===== src/rtl/dg0040_pc_sequencer.sv =====
// Program-counter / call-return sequencer for the DG0040 5-deep shift-register stack.
// Optional macro DG0040_SEQ_GUARD_EN refuses overflowing calls and underflowing returns.
module dg0040_pc_sequencer #(
    parameter logic [9:0] PC_RESET    = 10'h000,
    parameter int         STACK_DEPTH = 5
) (
    input  logic       CLK,
    input  logic       NRESET,
    input  logic       EXEC,
    input  logic [1:0] OP,
    input  logic [9:0] TGT,
    input  logic [9:0] SP,
    input  logic       CLR_FLAGS,
    output logic [9:0] PC,
    output logic       MODE1,
    output logic       MODE0,
    output logic       BUSY,
    output logic [2:0] DEPTH,
    output logic       OVF,
    output logic       UNF
);

    typedef enum logic [1:0] {
        S_IDLE = 2'd0,
        S_PUSH = 2'd1,
        S_POP  = 2'd2
    } state_t;

    localparam logic [1:0] OP_NEXT = 2'b00;
    localparam logic [1:0] OP_JUMP = 2'b01;
    localparam logic [1:0] OP_CALL = 2'b10;
    localparam logic [1:0] OP_RET  = 2'b11;

    localparam logic [1:0] MODE_HOLD = 2'b00;
    localparam logic [1:0] MODE_PUSH = 2'b10;
    localparam logic [1:0] MODE_POP  = 2'b11;

    localparam logic [2:0] DEPTH_MAX = 3'(STACK_DEPTH);

    state_t     state_q, state_d;
    logic [9:0] pc_q, pc_d;
    logic [9:0] tgt_q, tgt_d;
    logic [1:0] mode_q, mode_d;
    logic       busy_q, busy_d;
    logic [2:0] depth_q, depth_d;
    logic       ovf_q, ovf_d;
    logic       unf_q, unf_d;
    logic       ovf_set, unf_set;
    logic       call_ok, ret_ok;

    // Page bits are held; low 6 bits step a period-63 sequence (6'h3F locks up).
    function automatic logic [9:0] poly(input logic [9:0] p);
        return {p[9:6], ~(p[0] ^ p[1]), p[5:1]};
    endfunction

    always_comb begin
`ifdef DG0040_SEQ_GUARD_EN
        call_ok = (depth_q != DEPTH_MAX);
        ret_ok  = (depth_q != 3'd0);
`else
        call_ok = 1'b1;
        ret_ok  = 1'b1;
`endif
    end

    always_comb begin
        state_d = state_q;
        pc_d    = pc_q;
        tgt_d   = tgt_q;
        mode_d  = MODE_HOLD;
        depth_d = depth_q;
        ovf_set = 1'b0;
        unf_set = 1'b0;
        case (state_q)
            S_IDLE: begin
                if (EXEC) begin
                    case (OP)
                        OP_NEXT: pc_d = poly(pc_q);
                        OP_JUMP: pc_d = TGT;
                        OP_CALL: begin
                            pc_d = poly(pc_q);
                            if (call_ok) begin
                                tgt_d   = TGT;
                                mode_d  = MODE_PUSH;
                                state_d = S_PUSH;
                            end else begin
                                ovf_set = 1'b1;
                            end
                        end
                        default: begin
                            if (ret_ok) begin
                                pc_d    = SP;
                                mode_d  = MODE_POP;
                                state_d = S_POP;
                            end else begin
                                pc_d    = poly(pc_q);
                                unf_set = 1'b1;
                            end
                        end
                    endcase
                end
            end
            // Stack captures the return address at the edge ending this cycle.
            S_PUSH: begin
                pc_d    = tgt_q;
                state_d = S_IDLE;
                if (depth_q == DEPTH_MAX) ovf_set = 1'b1;
                else                      depth_d = depth_q + 3'd1;
            end
            S_POP: begin
                state_d = S_IDLE;
                if (depth_q == 3'd0) unf_set = 1'b1;
                else                 depth_d = depth_q - 3'd1;
            end
            default: state_d = S_IDLE;
        endcase
        // A set in the same cycle as a clear wins.
        ovf_d  = ovf_set | (ovf_q & ~CLR_FLAGS);
        unf_d  = unf_set | (unf_q & ~CLR_FLAGS);
        busy_d = (state_d != S_IDLE);
    end

    always_ff @(posedge CLK or negedge NRESET) begin
        if (!NRESET) begin
            state_q <= S_IDLE;
            pc_q    <= PC_RESET;
            tgt_q   <= 10'h000;
            mode_q  <= MODE_HOLD;
            busy_q  <= 1'b0;
            depth_q <= 3'd0;
            ovf_q   <= 1'b0;
            unf_q   <= 1'b0;
        end else begin
            state_q <= state_d;
            pc_q    <= pc_d;
            tgt_q   <= tgt_d;
            mode_q  <= mode_d;
            busy_q  <= busy_d;
            depth_q <= depth_d;
            ovf_q   <= ovf_d;
            unf_q   <= unf_d;
        end
    end

    assign PC    = pc_q;
    assign MODE1 = mode_q[1];
    assign MODE0 = mode_q[0];
    assign BUSY  = busy_q;
    assign DEPTH = depth_q;
    assign OVF   = ovf_q;
    assign UNF   = unf_q;

endmodule

===== config.mk =====
export PLATFORM = sky130hd
export DESIGN_NAME = dg0040_pc_sequencer
export DESIGN_NICKNAME = d
export VERILOG_FILES = /design/src/rtl/dg0040_pc_sequencer.sv
export SDC_FILE = /design/constraint.sdc
export NUM_CORES = 1
export LEC_CHECK = 0
export ABC_AREA = 1
export CAP_MARGIN = 20
export CORE_MARGIN = 5
export CORE_UTILIZATION = 47
export DETAILED_ROUTE_END_ITERATION = 16
export GPL_ROUTABILITY_DRIVEN = 1
export PLACE_DENSITY = 0.79
export REMOVE_ABC_BUFFERS = 1
export SLEW_MARGIN = 25
export SYNTH_ARGS = -nofsm -noshare
export SYNTH_HDL_FRONTEND = slang
export SYNTH_SLANG_ARGS = --single-unit

===== constraint.sdc =====
create_clock -name CLK -period 1.7 [get_ports CLK]
set_input_delay 0.34 -clock CLK [delete_from_list [all_inputs] [get_ports CLK]]
set_output_delay 0.34 -clock CLK [all_outputs]
set_load 0.05 [all_outputs]

==> flow_summary.json <==
{
  "outcome": "finished clean",
  "cp.depth": 7,
  "ys_seq_area_share_pct": 48.8,
  "yosys_warnings": 0,
  "num_rows": 20,
  "grt.total_usage_pct": 18.0,
  "fin_total_pwr_w": 0.00227,
  "ff2ff_setup_slack_ps": 280,
  "core_um2": 3100,
  "p_per_area_nw_per_um2": 1100,
  "drtAntennaViolNets": 0,
  "cts_hold_buf": 0,
  "antenna_found_initial": 0,
  "peakVddDrop_mv": 0.548,
  "wirelength_mm": 3.50,
  "drc": 0,
  "grt_first_pass_wirelength_mm": 6.00,
  "clock_skew_ps": 8.49,
  "stdcell_area_um2": 2070,
  "grt_max_degree": 31,
  "cts.clk_slew.worst_paths_ps": 90,
  "fmax_mhz": 703,
  "htree_levels": 2,
  "cts_buffers": 5,
  "die_h_um": 67.2,
  "areaGrowthSynthToFinish_pct": 34.6,
  "highest_layer": "met4",
  "cts_resized": 0,
  "startpoint": "state_q[1]",
  "ys_types": 20,
  "crit_type": "register to register",
  "slowest_stage": "dfrtp_1",
  "diodes": 0,
  "dr_wl_met2_mm": 1.69,
  "io_buffer_count": 43,
  "cts_tree": "built",
  "setup_viol": 0,
  "max-clock-path-buffers": 2,
  "rr_endpoint": "DEPTH[1]",
  "critical-path-top-delay-family": "simple AND/OR/NAND/NOR gates",
  "initial_core_util_pct": 49.6,
  "hp-class": "primary input to asynchronous set/reset pin",
  "fillers": 311,
  "finalNetCount": 287,
  "reg2reg_from": "state_q[1]",
  "synth-seq-cells": 30,
  "worstMarginPinSlew_ps": 369,
  "fin_crit_ps": 1420,
  "synth_cells": 207,
  "syn_area_um2": 1540,
  "crit_chain": "inv_1 -> nand2_2 -> nor2_1 -> inv_1 -> nand2_2 -> nand2_1 -> nand2_1",
  "drt_first_iter_violations": 72,
  "relSlewSlack_pct": 75.3,
  "r2r_cells": 7,
  "worst_slack_ps": 278,
  "synth_top_area_share_pct": 48.8,
  "via_per_inst": 4.68,
  "wl_met1_mm": 1.54,
  "max_stage_delay_ps": 450,
  "die-area_um2": 4520,
  "num_vias": 1417,
  "endpoint_kind": "register",
  "die_w_um": 67.2,
  "timing.final.crit_share_pct": 83.6,
  "arrival_ps": 1690,
  "cp_max_fo": 21,
  "path_buf_inv": 2,
  "cts-root-buf": "clkbuf_4",
  "tns_ps": 0,
  "grt_remaining_overflow": 0,
  "gp_congestion": 0.784,
  "cp-start-kind": "register",
  "avgSynthCellArea_um2": 7.43,
  "rsz0062_at_grt": "false",
  "holdWs_ps": 382,
  "grt_pass1_vias": 1385,
  "drive_gt1_share_pct": 16.6,
  "crit_required_ps": 1960,
  "placed_area_um2": 2020,
  "crit_path_end": "DEPTH[1]",
  "cap_violations": 0,
  "ioPinCount": 44,
  "firstDrtPassIters": 4,
  "clock_sinks": 30,
  "wl_met3_um": 213,
  "wl_per_cell_um": 11.5,
  "synth_top_area_cell": "dfrtp_1",
  "finalMaxSlewViolations": 0,
  "finalHoldViolations": 0,
  "preCtsSetupSlack_ps": 1.57,
  "synth.area.top_cells": "dfrtp_1 (49%), nand2_1 (24%), nand3_1 (5.2%)",
  "cts_setup_buffers": 0,
  "dpl.hpwl_mm": 2.66,
  "p_leak_nw": 1.11,
  "clk_latency_ps": 330
}
[power breakdown]
part           switching (W)  total (W)  internal, W
Combinational       0.000589   0.000905     0.000316
Sequential          0.000103   0.000949     0.000846
Clock               0.000230   0.000416     0.000186
[worst min-delay path by stage]
stage | from | to
floorplan | NRESET | BUSY
global placement | tgt_q[3] | tgt_q[3]
detailed placement | tgt_q[7] | tgt_q[7]
CTS | NRESET | mode_q[1]
global route | NRESET | OVF
finish | NRESET | mode_q[1]
[cells in the mapped netlist (all sizes together)]
| cell type | count |
|---|---|
| o21ai | 12 |
| inv | 19 |
| nand2 | 103 |
| a21oi | 2 |
| nor2 | 14 |
| dfrtp | 30 |
| fa | 1 |
| buf | 4 |
| clkinv | 1 |
| o22ai | 1 |
| or2 | 4 |
| nand3 | 16 |
[layout make-up]
| type | count | area (um^2) | area share (%) |
|---|---|---|---|
| clock buffer | 6 | 51.3 | 2.48 |
| inverter | 20 | 75.1 | 3.63 |
| multi-input combinational | 153 | 676 | 32.6 |
| sequential | 30 | 751 | 36.3 |
| tap | 44 | 55.1 | 2.66 |
| timing repair buffer | 50 | 463 | 22.4 |
[cell families after synthesis]
kind of cell    count (synthesis)  share of synthesized area [%]
simple gates                  137                           37.2
flops                          30                           48.8
buf+inv                        24                           7.32
fa+ha+maj                       1                           1.30
compound gates                 15                           5.45
[placed cells by master, fill, tap and decap left out]
cell / instances
clkdlybuf4s50_1: 25
fa_1: 1
nand2_2: 4
buf_12: 2
a21oi_2: 1
nand2_1: 99
clkbuf_4: 5
or2_0: 4
nand3_1: 16
clkinv_1: 1
o21ai_0: 6
a21oi_1: 1
inv_1: 16
nor2_1: 11
o21ai_1: 5
buf_4: 23
inv_2: 3
o21ai_2: 1
o22ai_1: 1
clkbuf_8: 1
dfrtp_1: 30
nor2_4: 2
nor2_2: 1
[metal layers]
| layer | GRT usage [%] | vias to the layer above |
|---|---|---|
| li1 | - | 740 |
| met1 | 21.2 | 634 |
| met2 | 30.2 | 37 |
| met3 | 6.32 | 6 |
| met4 | 6.84 | 0 |
| met5 | 0 | - |
[metrics by stage]
| step | std cells | utilization [%] |
|---|---|---|
| after floorplan | 203 | - |
| after global placement | 297 | 65.1 |
| after detailed placement | 297 | 65.1 |
| after CTS | 303 | 66.7 |
| after global routing | 303 | 66.7 |
| final | 303 | 66.7 |
[registers in the layout, summed over array words and instances (netlist names)]
signal / count
PC: 10
mode_q: 2
BUSY: 1
tgt_q: 10
UNF: 1
state_q: 2
DEPTH: 3
OVF: 1
No activity file was read; power rests on OpenSTA's default activity.
